File: src/rtl/alu_share_arbiter_if.sv
// alu_share_arbiter_if
//   Bundles the requester handshakes, the shared response bus and the
//   external ALU connection of alu_share_arbiter.
//   Modports:
//     slave  - the arbiter: takes requests and ALU results; drives
//              req_ready, the rsp_* bus and the ALU operands/opcode.
//     master - the environment: the requesters plus the ALU.
//   Signals:
//     req_valid[1:0] / req_ready[1:0]  per-requester request handshake
//     req_a0, req_b0, req_ctrl0        requester 0 operands and opcode
//     req_a1, req_b1, req_ctrl1        requester 1 operands and opcode
//     rsp_valid[1:0] / rsp_ready[1:0]  per-requester response handshake
//     rsp_res, rsp_zero                shared result bus and zero flag
//     alu_rs1, alu_rs2, alu_ctrl       operands and opcode to the ALU
//     alu_res, alu_zero                combinational ALU result and zero flag
interface alu_share_arbiter_if #(
    parameter int unsigned DATA_W = 32,
    parameter int unsigned CTRL_W = 4
);
    logic [1:0]        req_valid;
    logic [1:0]        req_ready;
    logic [DATA_W-1:0] req_a0;
    logic [DATA_W-1:0] req_b0;
    logic [DATA_W-1:0] req_a1;
    logic [DATA_W-1:0] req_b1;
    logic [CTRL_W-1:0] req_ctrl0;
    logic [CTRL_W-1:0] req_ctrl1;
    logic [1:0]        rsp_valid;
    logic [1:0]        rsp_ready;
    logic [DATA_W-1:0] rsp_res;
    logic              rsp_zero;
    logic [DATA_W-1:0] alu_rs1;
    logic [DATA_W-1:0] alu_rs2;
    logic [CTRL_W-1:0] alu_ctrl;
    logic [DATA_W-1:0] alu_res;
    logic              alu_zero;

    modport slave (
        input  req_valid, req_a0, req_b0, req_a1, req_b1, req_ctrl0, req_ctrl1,
        input  rsp_ready, alu_res, alu_zero,
        output req_ready, rsp_valid, rsp_res, rsp_zero, alu_rs1, alu_rs2, alu_ctrl
    );

    modport master (
        output req_valid, req_a0, req_b0, req_a1, req_b1, req_ctrl0, req_ctrl1,
        output rsp_ready, alu_res, alu_zero,
        input  req_ready, rsp_valid, rsp_res, rsp_zero, alu_rs1, alu_rs2, alu_ctrl
    );
endinterface

File: src/rtl/alu_share_arbiter.sv
// alu_share_arbiter
//   Shares one ALU between two requesters. The winning request's operands
//   and opcode are registered, drive the ALU for one cycle (EXEC), and the
//   captured result is returned only to the requester that issued it (RESP).
//   Accept in cycle N, ALU evaluates in N+1, rsp_valid from N+2.
//   Ports:
//     clk  - single clock, rising edge
//     rst  - synchronous, active-high reset
//     bus  - alu_share_arbiter_if.slave (request/response handshakes, ALU port)
//   Configuration:
//     ALU_ARB_RR_EN - when defined, contended grants alternate using rr_ptr;
//                     when undefined, requester 0 always wins contention.
module alu_share_arbiter #(
    parameter int unsigned DATA_W = 32,
    parameter int unsigned CTRL_W = 4
) (
    input logic                clk,
    input logic                rst,
    alu_share_arbiter_if.slave bus
);

    typedef enum logic [1:0] {
        StIdle,
        StExec,
        StResp
    } state_e;

    state_e            state_q, state_d;
    logic              owner_q;
    logic [DATA_W-1:0] a_q, b_q, res_q;
    logic [CTRL_W-1:0] ctrl_q;
    logic              zero_q;

    logic              grant;
    logic              can_accept;
    logic [1:0]        req_ready;
    logic              hs;
    logic              contended;

    assign contended = (bus.req_valid == 2'b11);

`ifdef ALU_ARB_RR_EN
    logic rr_ptr_q;

    always_ff @(posedge clk) begin
        if (rst) begin
            rr_ptr_q <= 1'b0;
        end else if (hs && contended) begin
            // Loser of this contention gets priority next time.
            rr_ptr_q <= ~grant;
        end
    end
`endif

    always_comb begin
        grant = 1'b0;
        if (bus.req_valid == 2'b10) begin
            grant = 1'b1;
        end else if (contended) begin
`ifdef ALU_ARB_RR_EN
            grant = rr_ptr_q;
`else
            grant = 1'b0;
`endif
        end
    end

    // A new request may be taken while the current response retires.
    assign can_accept = (state_q == StIdle) ||
                        ((state_q == StResp) && bus.rsp_ready[owner_q]);

    always_comb begin
        req_ready = 2'b00;
        if (can_accept && (bus.req_valid != 2'b00)) begin
            req_ready[grant] = 1'b1;
        end
    end

    assign hs = |(bus.req_valid & req_ready);

    always_comb begin
        state_d = state_q;
        unique case (state_q)
            StIdle: begin
                if (hs) state_d = StExec;
            end
            StExec: begin
                state_d = StResp;
            end
            StResp: begin
                if (bus.rsp_ready[owner_q]) state_d = hs ? StExec : StIdle;
            end
            default: state_d = StIdle;
        endcase
    end

    always_ff @(posedge clk) begin
        if (rst) begin
            state_q <= StIdle;
            owner_q <= 1'b0;
            a_q     <= '0;
            b_q     <= '0;
            ctrl_q  <= '0;
            res_q   <= '0;
            zero_q  <= 1'b0;
        end else begin
            state_q <= state_d;
            if (hs) begin
                owner_q <= grant;
                a_q     <= grant ? bus.req_a1    : bus.req_a0;
                b_q     <= grant ? bus.req_b1    : bus.req_b0;
                ctrl_q  <= grant ? bus.req_ctrl1 : bus.req_ctrl0;
            end
            if (state_q == StExec) begin
                res_q  <= bus.alu_res;
                zero_q <= bus.alu_zero;
            end
        end
    end

    assign bus.req_ready = req_ready;
    assign bus.rsp_valid = (state_q == StResp) ? (2'b01 << owner_q) : 2'b00;
    assign bus.rsp_res   = res_q;
    assign bus.rsp_zero  = zero_q;
    // Operand registers only change on acceptance, so the ALU inputs hold
    // their last values outside EXEC.
    assign bus.alu_rs1   = a_q;
    assign bus.alu_rs2   = b_q;
    assign bus.alu_ctrl  = ctrl_q;

endmodule

File: src/flat_wrapper.sv
// flat-port wrapper written by rule: the top's interface ports become plain ports
module alu_share_arbiter_flat 
#(
    parameter int unsigned DATA_W = 32,
    parameter int unsigned CTRL_W = 4
)
  (clk, rst, bus_req_valid, bus_req_a0, bus_req_b0, bus_req_a1, bus_req_b1, bus_req_ctrl0, bus_req_ctrl1, bus_rsp_ready, bus_alu_res, bus_alu_zero, bus_req_ready, bus_rsp_valid, bus_rsp_res, bus_rsp_zero, bus_alu_rs1, bus_alu_rs2, bus_alu_ctrl);
  alu_share_arbiter_if #(.DATA_W(DATA_W), .CTRL_W(CTRL_W)) bus_i ();
  input logic clk;
  input logic rst;
  input wire logic [$bits(bus_i.req_valid)-1:0] bus_req_valid;
  input wire logic [$bits(bus_i.req_a0)-1:0] bus_req_a0;
  input wire logic [$bits(bus_i.req_b0)-1:0] bus_req_b0;
  input wire logic [$bits(bus_i.req_a1)-1:0] bus_req_a1;
  input wire logic [$bits(bus_i.req_b1)-1:0] bus_req_b1;
  input wire logic [$bits(bus_i.req_ctrl0)-1:0] bus_req_ctrl0;
  input wire logic [$bits(bus_i.req_ctrl1)-1:0] bus_req_ctrl1;
  input wire logic [$bits(bus_i.rsp_ready)-1:0] bus_rsp_ready;
  input wire logic [$bits(bus_i.alu_res)-1:0] bus_alu_res;
  input wire logic [$bits(bus_i.alu_zero)-1:0] bus_alu_zero;
  output wire logic [$bits(bus_i.req_ready)-1:0] bus_req_ready;
  output wire logic [$bits(bus_i.rsp_valid)-1:0] bus_rsp_valid;
  output wire logic [$bits(bus_i.rsp_res)-1:0] bus_rsp_res;
  output wire logic [$bits(bus_i.rsp_zero)-1:0] bus_rsp_zero;
  output wire logic [$bits(bus_i.alu_rs1)-1:0] bus_alu_rs1;
  output wire logic [$bits(bus_i.alu_rs2)-1:0] bus_alu_rs2;
  output wire logic [$bits(bus_i.alu_ctrl)-1:0] bus_alu_ctrl;
  assign bus_i.req_valid = bus_req_valid;
  assign bus_i.req_a0 = bus_req_a0;
  assign bus_i.req_b0 = bus_req_b0;
  assign bus_i.req_a1 = bus_req_a1;
  assign bus_i.req_b1 = bus_req_b1;
  assign bus_i.req_ctrl0 = bus_req_ctrl0;
  assign bus_i.req_ctrl1 = bus_req_ctrl1;
  assign bus_i.rsp_ready = bus_rsp_ready;
  assign bus_i.alu_res = bus_alu_res;
  assign bus_i.alu_zero = bus_alu_zero;
  assign bus_req_ready = bus_i.req_ready;
  assign bus_rsp_valid = bus_i.rsp_valid;
  assign bus_rsp_res = bus_i.rsp_res;
  assign bus_rsp_zero = bus_i.rsp_zero;
  assign bus_alu_rs1 = bus_i.alu_rs1;
  assign bus_alu_rs2 = bus_i.alu_rs2;
  assign bus_alu_ctrl = bus_i.alu_ctrl;
  alu_share_arbiter #(.DATA_W(DATA_W), .CTRL_W(CTRL_W)) u_core (.clk(clk), .rst(rst), .bus(bus_i));
endmodule
File: config.mk
export PLATFORM = sky130hd
export DESIGN_NAME = alu_share_arbiter_flat
export DESIGN_NICKNAME = d
export VERILOG_FILES = /design/src/rtl/alu_share_arbiter_if.sv /design/src/rtl/alu_share_arbiter.sv /design/src/flat_wrapper.sv
export SDC_FILE = /design/constraint.sdc
export NUM_CORES = 1
export LEC_CHECK = 0
export ABC_AREA = 1
export CAP_MARGIN = 20
export CORE_UTILIZATION = 38
export CTS_CLUSTER_SIZE = 20
export DETAILED_ROUTE_END_ITERATION = 6
export PLACE_DENSITY = 0.8
export SYNTH_ARGS = -nofsm -noshare
export SYNTH_HDL_FRONTEND = slang
export SYNTH_SLANG_ARGS = --single-unit
export TNS_END_PERCENT = 5
File: constraint.sdc
create_clock -name clk -period 1.6 [get_ports clk]
set_clock_uncertainty 0.15 [all_clocks]
set_input_delay 0.16 -clock clk [delete_from_list [all_inputs] [get_ports clk]]
set_output_delay 0.16 -clock clk [all_outputs]
set_load 0.02 [all_outputs]
Word-level counts from Yosys, hierarchy flattened
Index checks and enable logic that the tools add are counted.

storage, ports and cells
  register bits after elaboration = 104
  input port bits = 175
  output and inout bits = 105

cells by class
  magnitude comparators = 3
  eq/ne operators = 5
  shift operators = 1
  muxes and demuxes = 14
  bitwise operators = 1
  reductions and logical operators = 8

operators with widths
  kind                                                        count
  two-way mux 32 bit                                          2
  two-way mux 2 bit                                           4
  one-hot mux 2 bit (3 select lines)                          1
  two-way mux 1 bit                                           5
  == test 2 bit, second input constant                        2
  less-than comparator 1 x 2 -> 1 bit, second input constant  2
  two-way mux 4 bit                                           1
  != test 2 x 1 -> 1 bit, second input constant               2
  logical AND 1 bit                                           3
  AND 2 bit                                                   1
  == test 2 x 1 -> 1 bit, second input constant               1
  logical NOT 2 bit                                           1
  AND reduction 2 bit                                         1
  nonzero test 2 bit                                          1
  OR reduction 2 bit                                          1
  << shifter 1 x 1 -> 2 bit, first input constant             1
  demux 1 bit (select 1 bit)                                  1
  greater-or-equal comparator 1 bit, second input constant    1
  logical OR 1 bit                                            1

Logic depth before layout (Yosys ltp)
Gate-level depths: netlist of the first run.

  word-level depth = 12
  depth in mapped cells = 7
  depth with buffers taken out = 6

Worst setup path after synthesis of the first run
OpenSTA, ideal clock, no wires.

  path kind = register to output
  start point = reg u_core.owner_q
  end point = out bus_req_ready[1]
  arrival time = 1.099 ns
  data required time = 1.290 ns
  path slack = 0.191 ns
  cell stages (with the launch flop) = 6
  path through = dfxtp_1 nand2_1 nand3_2 nand2_4 buf_6 nor2_1

between the ends
  longest elaborated chain between the ends = 6

RTL lines
  item                                                   RTL line                  RTL
  from (decl)                                            alu_share_arbiter.sv:29   logic owner_q;
  from (signal assigned)                                 alu_share_arbiter.sv:109  owner_q <= grant;
  two-way mux 1 bit (not written as such) (2 in series)  alu_share_arbiter.sv:70   ((state_q == StResp) && bus.rsp_ready[owner_q]);
  logical AND 1 bit                                      alu_share_arbiter.sv:70
  logical OR 1 bit                                       alu_share_arbiter.sv:69   assign can_accept = (state_q == StIdle) ||
  logical AND 1 bit                                      alu_share_arbiter.sv:74   if (can_accept && (bus.req_valid != 2'b00)) begin
  two-way mux 2 bit                                      alu_share_arbiter.sv:74
  to (decl)                                              flat_wrapper.sv:21        output wire logic [$bits(bus_i.req_ready)-1:0] bus_req_ready;

Every way passes these cells. The select of a mux whose other input is x is not followed.

Final worst setup path of the first run
  start point = reg u_core.state_q[1]
  end point = out bus_rsp_valid[0]

between the ends
  longest elaborated chain between the ends = 2

RTL lines
  item                    RTL line                  RTL
  from (decl)             alu_share_arbiter.sv:28   state_e state_q, state_d;
  from (signal assigned)  alu_share_arbiter.sv:99   state_q <= StIdle;
  from (signal assigned)  alu_share_arbiter.sv:107  state_q <= state_d;
  == test 2 bit           alu_share_arbiter.sv:122  assign bus.rsp_valid = (state_q == StResp) ? (2'b01 << owner_q) : 2'b00;
  two-way mux 2 bit       alu_share_arbiter.sv:122
  to (decl)               flat_wrapper.sv:22        output wire logic [$bits(bus_i.rsp_valid)-1:0] bus_rsp_valid;

Every way passes these cells.

==> results of run 1 <==
-- through the flow --
stage	TNS (ps)	hold WS [ps]	power (µW)	setup WS, ps
after floorplan	0	145	4060	191
after global placement	-14450	297	5190	-345
after detailed placement	-15590	302	5210	-353
after CTS	-37.2	89.6	7330	-37.2
after global routing	-41.6	123	7670	-37.7
final	0	103	7310	48.5
-- routing by layer --
metal  vias up  track usage  part of all wire
met1      2549        0.286              0.40
li1       2808            -                 -
met5         -            0                 0
met3        30       0.0638             0.085
met4         0       0.0909             0.022
met2       221        0.448              0.49
-- cell type report --
class / instances / area share
Timing Repair Buffer: 310 / 0.390
Multi-Input combinational cell: 527 / 0.286
Sequential cell: 104 / 0.258
Clock buffer: 14 / 0.0327
Tap cell: 168 / 0.0260
Clock inverter: 2 / 0.00464
Inverter: 6 / 0.00279
-- power by group --
| group | switching (µW) | internal [µW] | leakage (µW) | total [µW] |
|---|---|---|---|---|
| logic | 1120 | 1010 | 0.00310 | 2120 |
| registers | 113 | 2830 | 0.000858 | 2950 |
| clock network | 935 | 1300 | 0.000143 | 2240 |
-- cell families after synthesis --
kind of cell / Yosys count / synth area share
flops: 104 / 0.438
simple gates: 425 / 0.379
buf+inv: 66 / 0.0756
compound gates: 102 / 0.107
-- path summary, 6_finish.rpt --
path / startpoint / to / cells past startpoint
min: rst / u_core.bus.alu_rs2[17]$_SDFFE_PP0P_ / 3
min reg2reg: u_core.bus.alu_rs2[15]$_SDFFE_PP0P_ / u_core.bus.alu_rs2[15]$_SDFFE_PP0P_ / 2
max: u_core.state_q[1]$_SDFFE_PP0P_ / bus_rsp_valid[0] / 3
max reg2reg: u_core.owner_q$_SDFFE_PP0P_ / u_core.bus.alu_rs1[16]$_SDFFE_PP0P_ / 8
-- critical path: cells and delay by family, from the launching register on --
family                 cells  cell delay (ps)
AND/OR/NAND/NOR            2              190
buffers and inverters      1              310
flip-flops                 1              400
-- cells in the mapped netlist (all sizes together) --
master and count:
a21oi 69, dfxtp 104, nor2 77, buf 43, inv 6, o21ai 33
clkbuf 17, nand2 210, nand3 138
-- state kept, by name (all words and copies together), names as in the netlist --
name                 count
u_core.bus.alu_rs1      32
u_core.bus.alu_rs2      32
u_core.bus.rsp_res      32
u_core.bus.alu_ctrl      4
u_core.state_q           2
u_core.bus.rsp_zero      1
u_core.owner_q           1
-- timing repair --
| action | in CTS | in global routing |
|---|---|---|
| setup endpoints to repair | 84 | 82 |
| resized for setup | 89 | 33 |
| pin swaps | 1 | 0 |
| gates cloned | 0 | 2 |
==> flow_summary_export.csv, run 1 <==
group,metric,value,unit
sta,fmax,645,MHz
yosys,synth_area,0.00475,mm²
clock_network,cts_buffer_depth,2,
clock_network,post_cts_buffers,0,
yosys,synth_area_leaders,"dfxtp_1 (44%), nand2_1 (16%), nand3_1 (14%)",
worst_setup_path,required,1290,ps
sta,fin_crit,1550,ps
final_layout,seq_area,0.00208,mm²
yosys,synth-seq-cells,104,
final_layout,final_cells,1131,
sta,finalHoldViolCount,0,
clock_network,clk_latency,340,ps
placement,port_buffers,279,
final_layout,final_cell_mix,"nand2_1 (208), clkdlybuf4s50_1 (172), nand3_1 (136)",
sta,worstMarginPinSlew,402,ps
yosys,yosysWarnings,0,
final_layout,final_common_cell,"nand2_1",
floorplanning,dieWidth,114,µm
job,cap_violations,0,
sta,rsz0062_at_grt,"true",
worst_setup_path,cp_slowest_stage_delay,400,ps
worst_setup_path,crit_fanout,3,
yosys,syn_nets,872,
drt,vias,5608,
grt,grt_max_degree,70,
final_layout,num-fill-cells,1071,
floorplanning,die_area,0.0130,mm²
clock_network,clock_sinks,104,
final_layout,final_area,0.00808,mm²
grt,grt.total_usage,0.250,
floorplanning,core_area,0.0121,mm²
final_layout,area_growth,70.1,%
worst_setup_path,start_kind,"flip-flop",
clock_network,cts_hold_buffers,0,
clock_network,cts_root_buf,"clkbuf_16",
grt,antenna_found_initial,0,
placement,placed_area,0.00774,mm²
drt,routedWlPerCell,15.4,µm
sta,slew_headroom,0.732,
grt,grt_pass1_wl,25500,µm
sta,setup_viol,0,
outcome,status,"complete, no violations",
yosys,syn_inst,697,
placement,gp_congestion,0.801,
drt,viasPerCell,4.96,
worst_setup_path,crit_chain,"nand2_1 > nor2_1 > clkdlybuf4s15_1",
floorplanning,start_util,0.392,
final_layout,utilization,0.667,
placement,dp.cells,1113,
worst_setup_path,crit_path_end_kind,"primary output",
drt,antenna_left,0,
yosys,avgSynthCellArea,6.82,µm²
worst_setup_path,rrSetupSlack,130,ps
clock_network,clk_pin_slew_worst_paths,70,ps
final_layout,n_antenna_cell,0,
drt,drc,0,
clock_network,tritoncts,"done",
floorplanning,ioPinCount,280,
sta,drv_slew,0,
worst_setup_path,cpMaxStageDelayCell,"dfxtp_1",
yosys,netlist.area_leader.share,0.438,
min_path,hold_class,"in -> reg",
grt,grt_remaining_overflow,0,
power,leakagePower,0.00410,µW
yosys,synth.distinct_cells,18,
floorplanning,fp-row-count,40,
power,power_density,904,mW/mm²
drt,drtIter0Drc,334,
clock_network,h-tree-depth,3,
drt,first_pass_iters,5,
floorplanning,dieHeight,114,µm
final_layout,multi_input_area,0.00232,mm²
placement,dp_hpwl,11700,µm
worst_setup_path,cp.arrival,1240,ps
yosys,yosysTopAreaCell,"dfxtp_1",
drt,wl,17400,µm
final_layout,final_net_count,1133,
yosys,ys_seq_area_frac,0.438,
final_layout,drive_gt1_frac,0.0633,
clock_network,cts_buffers,9,
grt,grt_pass1_vias,5210,
sta,finalCritPeriodShare,0.970,
worst_setup_path,path_class,"reg -> out",
power,peakVddDrop,0.645,mV
(Power assumes the default switching activity.)
==> run 2, diff against run 1 <==
- CORE_MARGIN: not set -> 3
- SLEW_MARGIN: not set -> 20
==> run 2 against run 1 <==
- sequential share of layout area grew 0.50 points
- count of clock-buffer cells in the layout shrank 4
- fmax shrank 2.3%
- non-clock buffer count shrank 4
- core utilization shrank 1.2 points
- via count shrank 1.7%
- first-iteration DRC count is the same
- power grew 0.28%
- critical path depth shrank 2
- die area grew 7.2%
- clock power grew 4%
- largest cell class unchanged
- largest power group unchanged
==> flow_summary_export.csv, run 2 (same netlist as run 1, synthesis figures left out) <==
group,metric,value,unit
final_layout,final_common_cell,"nand2_1",
power,peakVddDrop,0.600,mV
worst_setup_path,cpMaxStageDelayCell,"clkdlybuf4s50_1",
clock_network,clk_latency,340,ps
sta,drv_slew,0,
grt,grt_pass1_vias,5405,
clock_network,cts_buffers,9,
sta,setup_viol,0,
final_layout,final_net_count,1129,
floorplanning,fp-row-count,40,
floorplanning,dieWidth,118,µm
grt,grt_remaining_overflow,0,
placement,dp_hpwl,12300,µm
worst_setup_path,crit_path_end_kind,"primary output",
clock_network,tritoncts,"done",
drt,drtIter0Drc,334,
final_layout,num-fill-cells,1141,
sta,slew_headroom,0.673,
drt,wl,17300,µm
placement,placed_area,0.00765,mm²
drt,routedWlPerCell,15.4,µm
sta,fin_crit,1590,ps
sta,tns,0,ps
clock_network,post_cts_buffers,0,
grt,grt_pass1_wl,27500,µm
worst_setup_path,start_kind,"flip-flop",
grt,antenna_found_initial,0,
sta,rsz0062_at_grt,"true",
placement,place_ws,-410,ps
final_layout,seq_area,0.00209,mm²
grt,grt_max_degree,55,
final_layout,n_antenna_cell,0,
placement,port_buffers,279,
final_layout,final_cell_mix,"nand2_1 (208), clkdlybuf4s50_1 (173), nand3_1 (136)",
final_layout,final_area,0.00794,mm²
power,leakagePower,0.00390,µW
worst_setup_path,crit_buf_inv,1,
drt,viasPerCell,4.89,
clock_network,cts_buffer_depth,2,
worst_setup_path,crit_chain,"clkdlybuf4s50_1",
job,cap_violations,0,
clock_network,clk_pin_slew_worst_paths,70,ps
floorplanning,dieHeight,118,µm
floorplanning,start_util,0.392,
floorplanning,die_area,0.0139,mm²
clock_network,cts_root_buf,"clkbuf_16",
floorplanning,ioPinCount,280,
final_layout,drive_gt1_frac,0.0647,
drt,drc,0,
worst_setup_path,path_class,"reg -> out",
worst_setup_path,cp.arrival,1280,ps
clock_network,clock_sinks,104,
worst_setup_path,cp_slowest_stage_delay,610,ps
grt,grt.total_usage,0.241,
worst_setup_path,critPathTopFamily,"buffers and inverters",
drt,vias,5511,
clock_network,cts_hold_buffers,0,
floorplanning,core_area,0.0121,mm²
sta,final.setup.worst_slack,12.7,ps
worst_setup_path,required,1290,ps
final_layout,utilization,0.655,
drt,first_pass_iters,4,
final_layout,area_growth,67.0,%
sta,fmax,630,MHz
outcome,status,"complete, no violations",
sta,finalCritPeriodShare,0.992,
sta,finalHoldViolCount,0,
power,p_total,7330,µW
worst_setup_path,crit_fanout,2,
min_path,hold_class,"in -> reg",
power,power_density,923,mW/mm²
sta,worstMarginPinSlew,490,ps
final_layout,multi_input_area,0.00232,mm²
placement,gp_congestion,0.809,
clock_network,h-tree-depth,3,
drt,antenna_left,0,
run 2: cell types whose count changed in the layout (fill, tap and decap cells not counted), moves of 2 or more:
cell / change
clkinv_2: +3
buf_6: +4
dlymetal6s2s_1: -13
clkbuf_1: -2
dlygate4sd2_1: +12
clkbuf_8: -2
buf_12: -5
run 2: layer usage:
metal,track usage,share of wire,vias up
met5,0,0,-
met4,0.0945,0.029,0
met3,0.0812,0.083,34
met2,0.409,0.48,209
met1,0.280,0.41,2474
li1,-,-,2794
run 2: power breakdown:
group | leakage [µW] | internal (µW) | switching [µW]
combinational | 0.00289 | 958 | 1110
sequential | 0.000858 | 2830 | 109
clock | 0.000156 | 1370 | 954
run 2: metrics by stage:
step                      std cells  hold slack (ps)
after floorplan                 697              145
after global placement         1110              297
after detailed placement       1110              301
after CTS                      1126              130
after global routing           1127              189
final                          1127              169
run 2: cell type report:
cell class,count,share of cell area
Inverter,6,0.00284
Clock inverter,6,0.0106
Multi-Input combinational cell,527,0.293
Tap cell,168,0.0265
Timing Repair Buffer,306,0.376
Clock buffer,10,0.0289
Sequential cell,104,0.263
run 2: what timing repair did:
item,4_1_cts,5_1_grt
cloned,0,1
endpoints found under the setup margin,146,79
resized for setup,108,22
pin swaps,0,2
run 2: final timing paths:
kind	start	to	slack (ps)	cells past startpoint
setup / recovery	u_core.bus.rsp_res[24]$_SDFFE_PP0N_	bus_rsp_res[24]	10	1
setup reg to reg	u_core.owner_q$_SDFFE_PP0P_	u_core.bus.alu_rs2[11]$_SDFFE_PP0P_	90	5
hold reg to reg	u_core.bus.alu_rs2[14]$_SDFFE_PP0P_	u_core.bus.alu_rs2[14]$_SDFFE_PP0P_	310	2
hold / removal	rst	u_core.bus.alu_rs1[14]$_SDFFE_PP0P_	170	3
==> run 3, diff against run 2 <==
- CORE_ASPECT_RATIO: not set -> 0.5
==> run 3 against run 2 <==
- fmax rose by 2.7%
- power down 1.4%
- final area hardly changed
- via count decreased by 0.34%
- die area grew 0.59%
- first-iteration DRC count is 3.3% lower
- core utilization rose by 0.48 points
- critical path depth rose by 4
- clock power down 6%
- count of clock-buffer cells in the layout up 1
- critical path type unchanged
==> flow_summary_export.csv, run 3 (same netlist as run 1, synthesis figures left out) <==
group,metric,value,unit
drt,vias,5492,
final_layout,final_area,0.00793,mm²
drt,wl,17400,µm
floorplanning,start_util,0.395,
worst_setup_path,cp.arrival,1240,ps
worst_setup_path,crit_path_end_kind,"primary output",
clock_network,cts_hold_buffers,0,
sta,finalHoldViolCount,0,
placement,dp_hpwl,11700,µm
sta,drv_slew,0,
sta,rsz0062_at_grt,"true",
power,swShare,0.311,
power,p_comb_frac,0.289,
sta,setup_viol,0,
power,clkPwrFrac,0.303,
final_layout,num-fill-cells,1076,
grt,grt_pass1_vias,5325,
final_layout,drive_gt1_frac,0.0618,
clock_network,clock_sinks,104,
sta,slew_headroom,0.586,
final_layout,multi_input_area,0.00234,mm²
final_layout,final_net_count,1125,
power,p_total,7220,µW
placement,dp.cells,1100,
clock_network,cts_root_buf,"clkbuf_16",
min_path,hold_class,"in -> reg",
sta,fmax,647,MHz
worst_setup_path,crit_fanout,4,
power,peakVddDrop,0.621,mV
final_layout,seq_area,0.00208,mm²
clock_network,tritoncts,"done",
grt,grt_remaining_overflow,0,
placement,placed_area,0.00757,mm²
worst_setup_path,path_class,"reg -> out",
floorplanning,core_area,0.0120,mm²
floorplanning,dieWidth,164,µm
final_layout,area_growth,66.9,%
drt,drtIter0Drc,323,
job,cap_violations,0,
clock_network,cts_buffer_depth,2,
drt,drc,0,
power,leakagePower,0.00379,µW
clock_network,clk_pin_slew_worst_paths,70,ps
sta,worstMarginPinSlew,620,ps
floorplanning,fp-row-count,28,
power,p_sw,2250,µW
clock_network,cts_buffers,9,
floorplanning,die_area,0.0140,mm²
clock_network,post_cts_buffers,0,
drt,routedWlPerCell,15.5,µm
grt,grt.total_usage,0.229,
drt,viasPerCell,4.90,
final_layout,final_common_cell,"nand2_1",
placement,port_buffers,279,
clock_network,clk_latency,340,ps
placement,gp_congestion,0.842,
grt,grt_pass1_wl,26000,µm
sta,fin_crit,1550,ps
final_layout,final_cells,1120,
worst_setup_path,start_kind,"flip-flop",
clock_network,h-tree-depth,3,
power,p_int,4970,µW
final_layout,n_antenna_cell,0,
sta,finalCritPeriodShare,0.966,
power,power_density,911,mW/mm²
floorplanning,dieHeight,85.1,µm
drt,first_pass_iters,4,
grt,antenna_found_initial,0,
floorplanning,ioPinCount,280,
drt,antenna_left,0,
worst_setup_path,required,1290,ps
final_layout,final_cell_mix,"nand2_1 (207), clkdlybuf4s50_1 (171), nand3_1 (136)",
grt,grt_max_degree,71,
power,power_frac_seq,0.408,
outcome,status,"complete, no violations",
run 3: worst paths after layout:
kind,start,end,slack [ps],cells past startpoint
hold reg to reg,u_core.bus.alu_ctrl[2]$_SDFFE_PP0P_,u_core.bus.alu_ctrl[2]$_SDFFE_PP0P_,310,2
setup / recovery,u_core.owner_q$_SDFFE_PP0P_,bus_req_ready[1],50,5
hold / removal,rst,u_core.state_q[0]$_SDFFE_PP0P_,150,3
setup reg to reg,u_core.owner_q$_SDFFE_PP0P_,u_core.bus.alu_rs2[20]$_SDFFE_PP0P_,110,8
run 3: repair_timing:
action,CTS,global route
gates cloned,1,3
pin swaps,0,2
resized for setup,129,15
endpoints found under the hold margin,0,0
setup endpoints to repair,170,66
run 3: cell type report:
| type | instances | share of cell area |
|---|---|---|
| sequential | 104 | 0.263 |
| multi-input combinational | 527 | 0.296 |
| inverter | 6 | 0.00284 |
| tap | 165 | 0.0260 |
| timing repair buffer | 302 | 0.375 |
| clock inverter | 5 | 0.00600 |
| clock buffer | 11 | 0.0319 |
run 3: layer usage:
metal | track usage | part of all wire | up-vias
li1 | - | - | 2791
met3 | 0.0824 | 0.086 | 10
met1 | 0.257 | 0.39 | 2543
met4 | 0.0468 | 0.0078 | 0
met5 | 0 | 0 | -
met2 | 0.420 | 0.51 | 148
run 3: per-stage QoR:
| step | setup slack [ps] | utilization | hold slack (ps) | setup TNS (ps) |
|---|---|---|---|---|
| floorplan | 191 | - | 145 | 0 |
| global placement | -530 | 0.630 | 297 | -31200 |
| detailed placement | -549 | 0.630 | 301 | -32910 |
| CTS | 4.98 | 0.649 | 157 | 0 |
| global route | -20.5 | 0.660 | 189 | -28.2 |
| finish | 54.3 | 0.660 | 153 | 0 |
run 3: critical path, cell delays in order (launching register included):
cell and delay, ps:
dfxtp_2 360, nand2_1 90, nand3_4 140, nand2_4 80
nor2_2 90, buf_4 140
run 3: power by group through the flow:
stage,sequential [µW],combinational [µW],clock [µW]
2_1_floorplan,3290,764,0
3_3_place_gp,3000,2100,0
3_5_place_dp,3010,2130,0
4_1_cts,2950,2030,2250
5_1_grt,2980,2270,2340
6_report,2950,2090,2180
